`config.mk`:
```
export PLATFORM = sky130hd
export DESIGN_NAME = reg_bank_swap_ctrl
export DESIGN_NICKNAME = d
export VERILOG_FILES = /design/src/rtl/reg_bank_swap_ctrl.sv
export SDC_FILE = /design/constraint.sdc
export NUM_CORES = 1
export LEC_CHECK = 0
export CAP_MARGIN = 5
export CELL_PAD_IN_SITES_DETAIL_PLACEMENT = 1
export CELL_PAD_IN_SITES_GLOBAL_PLACEMENT = 2
export CORE_UTILIZATION = 36
export DETAILED_ROUTE_END_ITERATION = 8
export MAX_ROUTING_LAYER = met4
export PLACE_DENSITY = 0.82
export SYNTH_ARGS = -nofsm -noshare
export SYNTH_HDL_FRONTEND = slang
export SYNTH_SLANG_ARGS = --single-unit
```
`constraint.sdc`:
```
create_clock -name clk -period 7.6 [get_ports clk]
set_input_delay 1.9 -clock clk [delete_from_list [all_inputs] [get_ports clk]]
set_output_delay 1.9 -clock clk [all_outputs]
set_load 0.02 [all_outputs]
```
`src/rtl/reg_bank_swap_ctrl.sv`:
```
// Register bank with read/write/swap transfer engine and one-hot access strobe.
// Optional macro REGC_BUS_HOLD_EN keeps bus_out at the last READ value instead of clearing it.
module reg_bank_swap_ctrl #(
  parameter int DATA_W = 18,
  parameter int ADDR_W = 3
) (
  input  logic                 clk,
  input  logic                 rst,
  input  logic                 start,
  input  logic [1:0]           op,
  input  logic [ADDR_W-1:0]    addr_a,
  input  logic [ADDR_W-1:0]    addr_b,
  input  logic [DATA_W-1:0]    bus_in,
  output logic [DATA_W-1:0]    bus_out,
  output logic [2**ADDR_W-1:0] en_onehot,
  output logic                 busy,
  output logic                 done,
  input  logic [ADDR_W-1:0]    rd_addr,
  output logic [DATA_W-1:0]    rd_data
);

  localparam int NUM_REGS = 2**ADDR_W;

  localparam logic [1:0] OP_NOP   = 2'b00;
  localparam logic [1:0] OP_READ  = 2'b01;
  localparam logic [1:0] OP_WRITE = 2'b10;
  localparam logic [1:0] OP_SWAP  = 2'b11;

  typedef enum logic [1:0] {IDLE, SW1, SW2} state_t;

  state_t              state;
  logic [DATA_W-1:0]   regs [NUM_REGS];
  logic [DATA_W-1:0]   tmp;
  logic [ADDR_W-1:0]   sw_a;
  logic [ADDR_W-1:0]   sw_b;

  function automatic logic [NUM_REGS-1:0] onehot(input logic [ADDR_W-1:0] a);
    logic [NUM_REGS-1:0] v;
    v    = '0;
    v[a] = 1'b1;
    return v;
  endfunction

  assign rd_data = regs[rd_addr];

  always_ff @(posedge clk or posedge rst) begin
    if (rst) begin
      for (int i = 0; i < NUM_REGS; i++) regs[i] <= '0;
      bus_out   <= '0;
      tmp       <= '0;
      sw_a      <= '0;
      sw_b      <= '0;
      en_onehot <= '0;
      busy      <= 1'b0;
      done      <= 1'b0;
      state     <= IDLE;
    end else begin
      en_onehot <= '0;
      done      <= 1'b0;
`ifndef REGC_BUS_HOLD_EN
      bus_out   <= '0;
`endif
      case (state)
        IDLE: begin
          if (start) begin
            case (op)
              OP_READ: begin
                bus_out   <= regs[addr_a];
                en_onehot <= onehot(addr_a);
                done      <= 1'b1;
              end
              OP_WRITE: begin
                regs[addr_a] <= bus_in;
                en_onehot    <= onehot(addr_a);
                done         <= 1'b1;
              end
              OP_SWAP: begin
                tmp   <= regs[addr_a];
                sw_a  <= addr_a;
                sw_b  <= addr_b;
                busy  <= 1'b1;
                state <= SW1;
              end
              OP_NOP: ;
              default: ;
            endcase
          end
        end
        SW1: begin
          regs[sw_a] <= regs[sw_b];
          en_onehot  <= onehot(sw_a);
          state      <= SW2;
        end
        SW2: begin
          // tmp holds the original reg[a], so a==b writes back its own value
          regs[sw_b] <= tmp;
          en_onehot  <= onehot(sw_b);
          busy       <= 1'b0;
          done       <= 1'b1;
          state      <= IDLE;
        end
        default: state <= IDLE;
      endcase
    end
  end

endmodule

```
## Word-level counts from Yosys, hierarchy flattened

Index checks and enable logic that the tools add are counted.

- Input port bits: 32
- Register bits after elaboration: 198
- Word-level logic and storage cells: 97

- Muxes and demuxes: 42
- Reductions and logical operators: 14
- Eq/ne operators: 8
- Bitwise gates (word level): 4
- Magnitude comparators: 13

Operators by type and width:

| operator | number |
|---|---|
| 144-bit bitwise mux | 3 |
| 144-bit one-hot mux with 3 select lines | 1 |
| 144-bit two-way mux | 2 |
| 18-bit two-way mux | 12 |
| 18-bit binary-select mux with 3-bit select | 3 |
| 18-bit demux with 3-bit select | 3 |
| 8-bit one-hot mux with 3 select lines | 1 |
| 4-bit greater-or-equal comparator (second input constant) | 4 |
| 8-bit two-way mux | 2 |
| 3-bit inverter with 4-bit output | 4 |
| 3-bit by 4-bit less-than comparator with 1-bit output (second input constant) | 3 |
| 4-bit by 1-bit less-than comparator with 1-bit output (second input constant) | 3 |
| 1-bit demux with 3-bit select | 3 |
| 3-bit by 1-bit greater-or-equal comparator with 1-bit output (second input constant) | 3 |
| 3-bit AND reduction | 3 |
| 1-bit two-way mux | 7 |
| 2-bit equality test (second input constant) | 3 |
| 1-bit logical AND | 6 |
| 2-bit by 1-bit equality test with 1-bit output (second input constant) | 2 |
| 2-bit two-way mux | 2 |
| 2-bit by 1-bit inequality test with 1-bit output (second input constant) | 2 |
| 1-bit one-hot mux with 2 select lines | 2 |
| 2-bit one-hot mux with 2 select lines | 1 |
| 3-bit nonzero test | 1 |
| 5 further kinds | 5 |

## Longest topological paths before layout

- Depth in word-level cells: 9
- Mapped depth: 10
- Depth with buffers taken out: 6

## Worst setup path after synthesis

Ideal clock, no wire load.

- Path type: input -> output
- Start: input rd_addr[0]
- End: output rd_data[0]
- Setup slack: 2.208 ns
- Data arrival time: 3.492 ns
- Cell stages on the path: 4
- Path buffers: 2
- Cell sequence: clkbuf_1 -> buf_2 -> mux4_2 -> mux2_2

- Word-level cells in the longest chain between the ends: 4

Ends and longest elaborated chain:

| element | RTL line | source |
|---|---|---|
| start, declared | 18 | `input logic [ADDR_W-1:0] rd_addr,` |
| 3-bit inverter with 4-bit output (not written as such) | 44 | `assign rd_data = regs[rd_addr];` |
| 18-bit binary-select mux with 3-bit select | 44 |  |
| 18-bit two-way mux (not written as such) (2 in a row) | 44 |  |
| end, declared | 19 | `output logic [DATA_W-1:0] rd_data` |

No other way between the ends. The select of a mux whose other input is x is not followed.

## Worst setup path after layout

- Start: input rd_addr[0]
- End: output rd_data[12]

The elaborated chain is that of the path after synthesis.

==> metrics.yaml <==
sta:
  slew_headroom_pct: 5.81
  worstMarginPinSlew_ns: 1.41
  min_period_over_period_pct: 80.3
  fin_crit_ns: 6.10
  slew_viol_final: 0
  tns_ns: 0
  hold_viol: 0
  setup_viol: 0
  layout_setup_ws_ns: 1.50
  rsz0062_at_grt: "no"
  clock.fmax_mhz: 164
  final.setup_skew_ns: 0.0178
cells_and_area:
  layout-drive-gt1-share_pct: 14.8
  fill_cells: 5152
  layout.nets: 1745
  antenna_cells: 0
  syn_to_final_growth_pct: 9.89
logic_synthesis:
  yosysSeqAreaShare_pct: 30.0
  synth_edf_count: 0
  syn_nets: 1817
  synthTopCellsByArea: "dfrtp_1 30%, mux4_2 11%, a21oi_1 5.2%, a2111oi_0 5.0%, nor2_1 4.2%"
  syn_inst: 1778
  synth_area_per_cell_um2: 9.29
  ys_seq_elements: 198
  synth_common_cells: "198 x dfrtp_1, 186 x nor2_1, 171 x a21oi_1, 156 x clkbuf_1, 94 x a2111oi_0"
  synth_ff_type: "dfrtp_1"
  yosysMostFrequentCell: "dfrtp_1"
  ys_warn_count: 0
  synth_cell_types: 69
  ys_async_sr_fraction_pct: 100
  syn_area_um2: 16500
  netlist.area_leader.share_pct: 30.0
  synth_area_leader_cell: "dfrtp_1"
route:
  dr.pass1.iters: 6
  num_vias: 17175
  wirelength_mm: 78.2
  ant_nets: 0
  wl_per_cell_um: 33.7
  drtIter0Drc: 2492
  drc_errors: 0
  via_per_inst: 7.41
min_path:
  worstHoldPathCells: 1
  worstHoldStart: "busy"
  hold_class: "flip-flop to flip-flop"
  hold_path_end: "busy"
place:
  dp_slack_ns: 1.48
  gp_congestion: 0.923
  port-buffer-count: 77
  hpwl_mm: 46.5
global_route:
  grt_usage_pct: 34.2
  antenna_found_initial: 1
  globalRouteMet2Util_pct: 49.7
  grt_pass1_wl_mm: 116
  grt_max_degree: 138
  grt_busiest_layer: "met2"
  use_met3_pct: 7.58
  grt_pass1_vias: 16992
  overflow: 0
  gr-usage-met1_pct: 44.3
clock_network:
  clock_latency_ns: 0.49
  clkSinkCount: 198
  htreeDepth: 4
  post_cts_buffers: 0
  clockBufferDepth: 2
  clockRootBuffer: "clkbuf_16"
  worst_setup_hold_path_clk_slew_ns: 0.08
  cts_tree: "built"
  holdBufCountCts: 0
  numCtsBuffers: 17
  ctsResizeCount: 0
critical_path:
  ff2ff_path_depth: 9
  critPathKind: "input pin to primary output"
  cp-start-kind: "input pin"
  crit_arrival_ns: 4.20
  timing.reg2reg.setup_slack_ns: 3.73
  required_ns: 5.70
  end_kind: "primary output"
  cp_max_fo: 21
  r2r-start: "state[1]"
run_status:
  run_status: "finished, final reports clean"
flow_run:
  max_cap_viol_count: 0
floorplanning:
  rows: 78
  die_x_um: 216
  core_area_um2: 45300
  start_util_pct: 36.5
  dieHeight_um: 216
  ios: 78
  dieArea_um2: 46700
power_and_ir_drop:
  leakage_nw: 6.87
  power_density_nw_per_um2: 442
  ir_drop_mv: 0.344
## cell type report
type,count,area [µm²],area share [%]
inverter,53,206,1.14
tap,600,751,4.14
timing repair buffer,138,1230,6.77
clock inverter,11,126,0.697
clock buffer,21,450,2.48
multi-input combinational,1298,10400,57.4
sequential,198,4960,27.3
## cells in the final DEF, fill, tap and decap left out, types with 40 or more instances in the layout
master	instances
a21oi_1	171
nand2_1	67
buf_4	59
o22ai_1	43
nor2_1	186
or3_1	52
a211o_1	65
mux4_2	81
clkdlybuf4s50_1	72
a22oi_1	56
inv_1	49
a22o_1	51
a2111oi_0	94
o211ai_1	40
dfrtp_1	195
## cell families (layout without fill, tap and decap cells)
kind of cell / Yosys count / in the layout / synth area share, %
adder cells (fa/ha/maj): 7 / 7 / 0.530
AND/OR/NAND/NOR: 449 / 449 / 13.8
flip-flops: 198 / 198 / 30.0
buffers and inverters: 282 / 223 / 7.50
AO/OA/AOI/OAI: 687 / 687 / 30.8
multiplexers: 155 / 155 / 17.3
## where the power goes
part	switching, mW	internal (mW)	leakage [nW]	total (mW)
clock	0.490	0.495	0.258	0.984
combinational	2.84	1.98	4.16	4.82
sequential	0.765	1.45	2.45	2.21
total	4.09	3.93	6.87	8.02
## critical path, stage by stage
cell and delay, ns:
buf_2 0.58, buf_12 0.31, mux4_2 0.52, mux2_2 0.32
clkdlybuf4s50_1 0.55
## worst max-delay path by stage
stage / startpoint / cells after the start / to / slack (ns)
final: rd_addr[0] / 5 / rd_data[12] / 1.50
after global routing: rd_addr[0] / 5 / rd_data[12] / 1.42
after CTS: rd_addr[0] / 5 / rd_data[14] / 1.48
after detailed placement: rd_addr[0] / 5 / rd_data[14] / 1.48
after global placement: rd_addr[0] / 5 / rd_data[12] / 1.51
after floorplan: rst / 1 / asynchronous set/reset pin / 0.30
## layer usage
metal  up-vias  part of all wire, %
li1       6832                    -
met1      8792                   39
met2      1272                   44
met3       279                   12
met4         0                  5.4
met5         -                    0
## stage by stage
stage               util (%)  area (µm²)  hold WS, ns  cells  power, mW
global placement        38.8       17600        0.529   2287       6.66
global route            40.1       18100        0.593   2319       8.37
floorplan                  -       16500        0.496   1778       5.31
finish                  40.1       18100        0.548   2319       8.02
CTS                     40.1       18100        0.547   2319       7.86
detailed placement      38.8       17600        0.529   2287       6.87
(Power assumes the default switching activity.)
